===== src/rtl/rps_match_ctrl_if.sv =====
// Player move handshake bundle for rps_match_ctrl.
//   p1_move/p2_move : 2-bit move (01 rock, 10 paper, 11 scissors, 00 invalid)
//   p1_valid/p2_valid : move offered by the player
//   p1_ready/p2_ready : controller still waiting for that player's move
// master = player side, slave = match controller.
`timescale 1ns/1ps
interface rps_match_ctrl_if;
  logic [1:0] p1_move;
  logic       p1_valid;
  logic       p1_ready;
  logic [1:0] p2_move;
  logic       p2_valid;
  logic       p2_ready;

  modport master (
    output p1_move, p1_valid, p2_move, p2_valid,
    input  p1_ready, p2_ready
  );

  modport slave (
    input  p1_move, p1_valid, p2_move, p2_valid,
    output p1_ready, p2_ready
  );
endinterface


===== src/rtl/rps_match_ctrl.sv =====
// Sequencer for one rock-paper-scissors match.
// Clears the score datapath, collects one move per player with a timeout,
// judges the round, issues a single matchresult update, holds a display
// phase, and ends the match on a win target or round limit.
// Ports:
//   clk, reset        : clock (rising edge), synchronous active-high reset
//   start             : begin a new match (honoured in IDLE/OVER only)
//   mv (slave)        : player move handshakes
//   round, win, lose  : counts fed back from the score datapath
//   matchresult       : 00 none, 01 draw, 10 p1 win, 11 p1 lose
//   score_clr         : one-cycle clear pulse to the score datapath
//   p1_shown,p2_shown : latched moves (00 = missing)
//   state             : current state encoding
//   game_over, winner : match end flag and winner (01 p1, 10 p2, 11 tie)
`timescale 1ns/1ps
module rps_match_ctrl #(
  parameter int unsigned WIN_TARGET  = 5,
  parameter int unsigned ROUNDS_MAX  = 9,
  parameter int unsigned TIMEOUT     = 1000,
  parameter int unsigned SHOW_CYCLES = 4
) (
  input  logic                 clk,
  input  logic                 reset,
  input  logic                 start,
  rps_match_ctrl_if.slave      mv,
  input  logic [3:0]           round,
  input  logic [3:0]           win,
  input  logic [3:0]           lose,
  output logic [1:0]           matchresult,
  output logic                 score_clr,
  output logic [1:0]           p1_shown,
  output logic [1:0]           p2_shown,
  output logic [2:0]           state,
  output logic                 game_over,
  output logic [1:0]           winner
);

  localparam int unsigned TW = $clog2(TIMEOUT);
  localparam int unsigned SW = (SHOW_CYCLES > 1) ? $clog2(SHOW_CYCLES) : 1;

  typedef enum logic [2:0] {
    IDLE    = 3'd0,
    CLEAR   = 3'd1,
    COLLECT = 3'd2,
    JUDGE   = 3'd3,
    UPDATE  = 3'd4,
    SHOW    = 3'd5,
    OVER    = 3'd6
  } state_t;

  state_t        st;
  logic          p1_lat, p2_lat;
  logic [TW-1:0] timer;
  logic [SW-1:0] show_cnt;
  logic          end_flag;
  logic [1:0]    judged;
  logic          end_cmp, end_sel;
  logic          p1_take, p2_take;

  assign state = st;

  function automatic logic beats(input logic [1:0] a, input logic [1:0] b);
    return (a == 2'b10 && b == 2'b01) ||
           (a == 2'b01 && b == 2'b11) ||
           (a == 2'b11 && b == 2'b10);
  endfunction

  assign p1_take = mv.p1_valid & mv.p1_ready & (mv.p1_move != 2'b00);
  assign p2_take = mv.p2_valid & mv.p2_ready & (mv.p2_move != 2'b00);

  // Round verdict from p1's view; a missing move forfeits.
  always_comb begin
    judged = 2'b01;
    if (p1_lat && p2_lat) begin
      if (p1_shown == p2_shown)           judged = 2'b01;
      else if (beats(p1_shown, p2_shown)) judged = 2'b10;
      else                                judged = 2'b11;
    end else if (p1_lat) begin
      judged = 2'b10;
    end else if (p2_lat) begin
      judged = 2'b11;
    end
  end

  // The end test is sampled in the first SHOW cycle; with a single-cycle
  // SHOW the exit decision must use that same-cycle comparison directly.
  always_comb begin
    end_cmp = (32'(win) >= WIN_TARGET) || (32'(lose) >= WIN_TARGET) ||
              (32'(round) >= ROUNDS_MAX);
    end_sel = (show_cnt == '0) ? end_cmp : end_flag;
  end

  always_ff @(posedge clk) begin
    if (reset) begin
      st          <= IDLE;
      matchresult <= '0;
      score_clr   <= 1'b0;
      mv.p1_ready <= 1'b0;
      mv.p2_ready <= 1'b0;
      p1_shown    <= '0;
      p2_shown    <= '0;
      p1_lat      <= 1'b0;
      p2_lat      <= 1'b0;
      timer       <= '0;
      show_cnt    <= '0;
      end_flag    <= 1'b0;
      game_over   <= 1'b0;
      winner      <= '0;
    end else begin
      score_clr   <= 1'b0;
      matchresult <= '0;
      case (st)
        IDLE: begin
          if (start) begin
            st        <= CLEAR;
            score_clr <= 1'b1;
          end
        end
        CLEAR: begin
          p1_lat      <= 1'b0;
          p2_lat      <= 1'b0;
          p1_shown    <= '0;
          p2_shown    <= '0;
          timer       <= '0;
          mv.p1_ready <= 1'b1;
          mv.p2_ready <= 1'b1;
          st          <= COLLECT;
        end
        COLLECT: begin
          timer <= timer + 1'b1;
          if (p1_lat && p2_lat) begin
            st <= JUDGE;
          end else begin
            if (p1_take) begin
              p1_lat      <= 1'b1;
              p1_shown    <= mv.p1_move;
              mv.p1_ready <= 1'b0;
            end
            if (p2_take) begin
              p2_lat      <= 1'b1;
              p2_shown    <= mv.p2_move;
              mv.p2_ready <= 1'b0;
            end
            if (timer == TW'(TIMEOUT - 1)) begin
              st          <= JUDGE;
              mv.p1_ready <= 1'b0;
              mv.p2_ready <= 1'b0;
            end
          end
        end
        JUDGE: begin
          matchresult <= judged;
          st          <= UPDATE;
        end
        UPDATE: begin
          show_cnt <= '0;
          st       <= SHOW;
        end
        SHOW: begin
          if (show_cnt == '0) end_flag <= end_cmp;
          show_cnt <= show_cnt + 1'b1;
          if (show_cnt == SW'(SHOW_CYCLES - 1)) begin
            if (end_sel) begin
              st        <= OVER;
              game_over <= 1'b1;
              winner    <= (win > lose) ? 2'b01 : (lose > win) ? 2'b10 : 2'b11;
            end else begin
              st          <= COLLECT;
              p1_lat      <= 1'b0;
              p2_lat      <= 1'b0;
              p1_shown    <= '0;
              p2_shown    <= '0;
              timer       <= '0;
              mv.p1_ready <= 1'b1;
              mv.p2_ready <= 1'b1;
            end
          end
        end
        OVER: begin
          if (start) begin
            st        <= CLEAR;
            score_clr <= 1'b1;
            game_over <= 1'b0;
            winner    <= '0;
          end
        end
        default: st <= IDLE;
      endcase
    end
  end

endmodule


===== src/flat_wrapper.sv =====
// flat-port wrapper written by rule: the top's interface ports become plain ports
module rps_match_ctrl_flat 
#(
  parameter int unsigned WIN_TARGET  = 5,
  parameter int unsigned ROUNDS_MAX  = 9,
  parameter int unsigned TIMEOUT     = 1000,
  parameter int unsigned SHOW_CYCLES = 4
)
  (clk, reset, start, round, win, lose, matchresult, score_clr, p1_shown, p2_shown, state, game_over, winner, mv_p1_move, mv_p1_valid, mv_p2_move, mv_p2_valid, mv_p1_ready, mv_p2_ready);
  rps_match_ctrl_if mv_i ();
  input  logic clk;
  input  logic reset;
  input  logic start;
  input  logic [3:0] round;
  input  logic [3:0] win;
  input  logic [3:0] lose;
  output logic [1:0] matchresult;
  output logic score_clr;
  output logic [1:0] p1_shown;
  output logic [1:0] p2_shown;
  output logic [2:0] state;
  output logic game_over;
  output logic [1:0] winner;
  input wire logic [$bits(mv_i.p1_move)-1:0] mv_p1_move;
  input wire logic [$bits(mv_i.p1_valid)-1:0] mv_p1_valid;
  input wire logic [$bits(mv_i.p2_move)-1:0] mv_p2_move;
  input wire logic [$bits(mv_i.p2_valid)-1:0] mv_p2_valid;
  output wire logic [$bits(mv_i.p1_ready)-1:0] mv_p1_ready;
  output wire logic [$bits(mv_i.p2_ready)-1:0] mv_p2_ready;
  assign mv_i.p1_move = mv_p1_move;
  assign mv_i.p1_valid = mv_p1_valid;
  assign mv_i.p2_move = mv_p2_move;
  assign mv_i.p2_valid = mv_p2_valid;
  assign mv_p1_ready = mv_i.p1_ready;
  assign mv_p2_ready = mv_i.p2_ready;
  rps_match_ctrl #(.WIN_TARGET(WIN_TARGET), .ROUNDS_MAX(ROUNDS_MAX), .TIMEOUT(TIMEOUT), .SHOW_CYCLES(SHOW_CYCLES)) u_core (.clk(clk), .reset(reset), .start(start), .mv(mv_i), .round(round), .win(win), .lose(lose), .matchresult(matchresult), .score_clr(score_clr), .p1_shown(p1_shown), .p2_shown(p2_shown), .state(state), .game_over(game_over), .winner(winner));
endmodule

===== config.mk =====
export PLATFORM = sky130hd
export DESIGN_NAME = rps_match_ctrl_flat
export DESIGN_NICKNAME = d
export VERILOG_FILES = /design/src/rtl/rps_match_ctrl_if.sv /design/src/rtl/rps_match_ctrl.sv /design/src/flat_wrapper.sv
export SDC_FILE = /design/constraint.sdc
export NUM_CORES = 1
export LEC_CHECK = 0
export CAP_MARGIN = 20
export CORE_UTILIZATION = 50
export CTS_CLUSTER_SIZE = 20
export DETAILED_ROUTE_END_ITERATION = 8
export PLACE_DENSITY = 0.91
export SLEW_MARGIN = 20
export SYNTH_ARGS = -nofsm -noshare
export SYNTH_HDL_FRONTEND = slang
export SYNTH_SLANG_ARGS = --single-unit
export TNS_END_PERCENT = 1

===== constraint.sdc =====
create_clock -name clk -period 1.8 [get_ports clk]
set_input_delay 0.45 -clock clk [delete_from_list [all_inputs] [get_ports clk]]
set_output_delay 0.45 -clock clk [all_outputs]
set_load 0.01 [all_outputs]

==> run metrics <==
Placed Cells 284; Via-to-Cell Ratio 5.57; drt drc 0; CTS buffer count 5; largest net degree at the start of global routing 15; share of cells above drive strength 1 17.4%; placed instance area 2150 um2; first-pass GRT wire length 6.11 mm; DR WL/cell 12.5 um; Distinct cells, synth 48; most common cell in the netlist dfxtp_1; Post-DP HPWL 2.70 mm; most area-hungry cell type in the Yosys netlist dfxtp_1; Synth Instances 200; vias in the first global route 1,435; RSZ-0062 raised after global routing true; Die Height 60.1 um; max-cap viol count 0; Setup-failing EPs final 0; Slew Limit Fails 0; final hold vios 0; Post-synth EDFFs 0; grt ovf 0; Worst Tran Pin Value 0.326 ns; clock sinks 30; filler instances 251; Peak VDD IR 0.473 mV; Slew HR 78.1%; Setup crit end kind output port; Final Hold Slack 0.469 ns; syn_area_per_cell 8.45 um2; antenna-violating nets left 0; # port buffers 35; Starting Density 54.0%; top_reg_cell synth dfxtp_1; Pwr Density 719 nW/um2; clk_lat worst skew 0.32 ns; synthesized flop and latch total 30; hold crit path type register to register; top cell type's share of synthesized area 35.6%; fraction of registers with async set/reset 0%; DIE AREA 3610 um2; Tmin final 1.75 ns; Worst Clk Skew 0.00798 ns; number of cells on the worst hold path 2; Post CTS Setup Buffer Count 0; commonest cells in the netlist dfxtp_1, a21oi_1, nand2_1; core box area 3130 um2; crit-path max FO 5; Tcrit/Tclk final 97.1%; startpoint class of the critical path register; Final Instance Count excl. Fillers 291; antenna cell count 0; critical path data arrival time 1.30 ns; worst path cell trace clkdlybuf4s50_1; Clock transition at path regs 0.09 ns; Synth area leaders dfxtp_1, a21oi_1, ha_1; FF-to-FF path depth 8; gr usage total 22.5%; cell area after layout 2230 um2; Pleak 0.000860 uW; Clock Tree Root clkbuf_4; Seq/Total Area, Yosys 35.6%; Warnings, synthesis 0; CP max stage cell clkdlybuf4s50_1; R2R setup slack 0.11 ns; Max stage delay on crit path 0.56 ns; Top Family by Delay on Critical Path buffers and inverters; hold path endpoint u_core.game_over; beginning of the worst hold path u_core.game_over; Area Overhead vs Synth 31.9%; syn_nets 228; drt total wl 3.64 mm; io pins 36; Detailed Routing Iterations Pass 1 4; die width 60.1 um; htree depth 2; Worst Path Required 1.35 ns; R2R Path End u_core.timer[7]; status finished, final reports clean; fmax 0.572 GHz; initial antenna violation count 0; CTS tree built; beginning of the worst register-to-register path u_core.show_cnt[0]; row count 20; clock buffer depth 2; vias post-DR 1,620; setup TNS 0 ns; crit path from u_core.p1_shown[1]; Setup CP Type register to output port; Buf/Inv on CP 1; routability congestion estimate 0.783; Final #Nets 275; Netlist Area Pre-Place 1690 um2; DR iter-0 viols 79
## stage by stage
stage / setup slack, ns / total power [uW] / utilization, %
6_report: 0.0516 / 1600 / 71.2
5_1_grt: -0.0191 / 1700 / 71.2
4_1_cts: 0.00760 / 1600 / 70.5
3_5_place_dp: -0.295 / 1240 / 68.8
3_3_place_gp: -0.212 / 1230 / 68.8
2_1_floorplan: 0.168 / 1050 / -
## power breakdown
part	internal, uW	switching (uW)
Combinational	261	240
Sequential	701	45.6
Clock	147	208
Total	1110	493
## layer usage
layer | GRT usage (%) | share of wire, % | vias up
li1 | - | - | 820
met1 | 27.0 | 43 | 737
met2 | 37.8 | 49 | 56
met3 | 6.71 | 7.0 | 7
met4 | 7.97 | 1.4 | 0
met5 | 0 | 0 | -
## state kept, by name, indices dropped and copies added, names as in the netlist
name / count
u_core.end_flag: 1
u_core.game_over: 1
u_core.matchresult: 2
u_core.mv.p1_ready: 1
u_core.mv.p2_ready: 1
u_core.p1_lat: 1
u_core.p1_shown: 2
u_core.p2_lat: 1
u_core.p2_shown: 2
u_core.score_clr: 1
u_core.show_cnt: 2
u_core.state: 3
u_core.timer: 10
u_core.winner: 2
## timing repair
action	CTS	global route
endpoints found under the setup margin	3	19
pin swaps	0	2
resized for setup	4	10
hold buffers	0	0
cloned	0	0
## cells by family after synthesis
kind of cell / synth area share (%)
DFF: 35.6
xor gates and xnor gates: 3.11
AOI/OAI and AO/OA: 25.6
adders and majority gates: 5.18
buffers and inverters: 5.63
and+or+nand+nor: 25.0
## layout make-up
class	count	area (um2)	area share, %
clock buffers	7	45.0	2.02
multi-input cells	150	1000	45.0
repair buffers	51	477	21.4
inverters	9	33.8	1.52
well taps	44	55.1	2.47
flip-flops and latches	30	614	27.6
## placed cells by master (no fill, tap or decap), types with 9 or more instances in the layout
cell type,n
clkdlybuf4s50_1,34
a21oi_1,23
dfxtp_1,23
nand2_1,19
buf_4,15
o21ai_0,10
inv_1,9
nor2_1,9
nand3_1,9
nor3_1,9
## worst max-delay path by stage
stage	slack, ns	end	cells past startpoint
after floorplan	0.17	u_core.state[1]	6
after global placement	-0.21	u_core.mv.p2_ready	7
after detailed placement	-0.29	u_core.p1_shown[0]	7
after CTS	0.008	p2_shown[0]	1
after global routing	-0.02	u_core.timer[2]	7
final	0.05	p1_shown[1]	1
(Power assumes the default switching activity.)
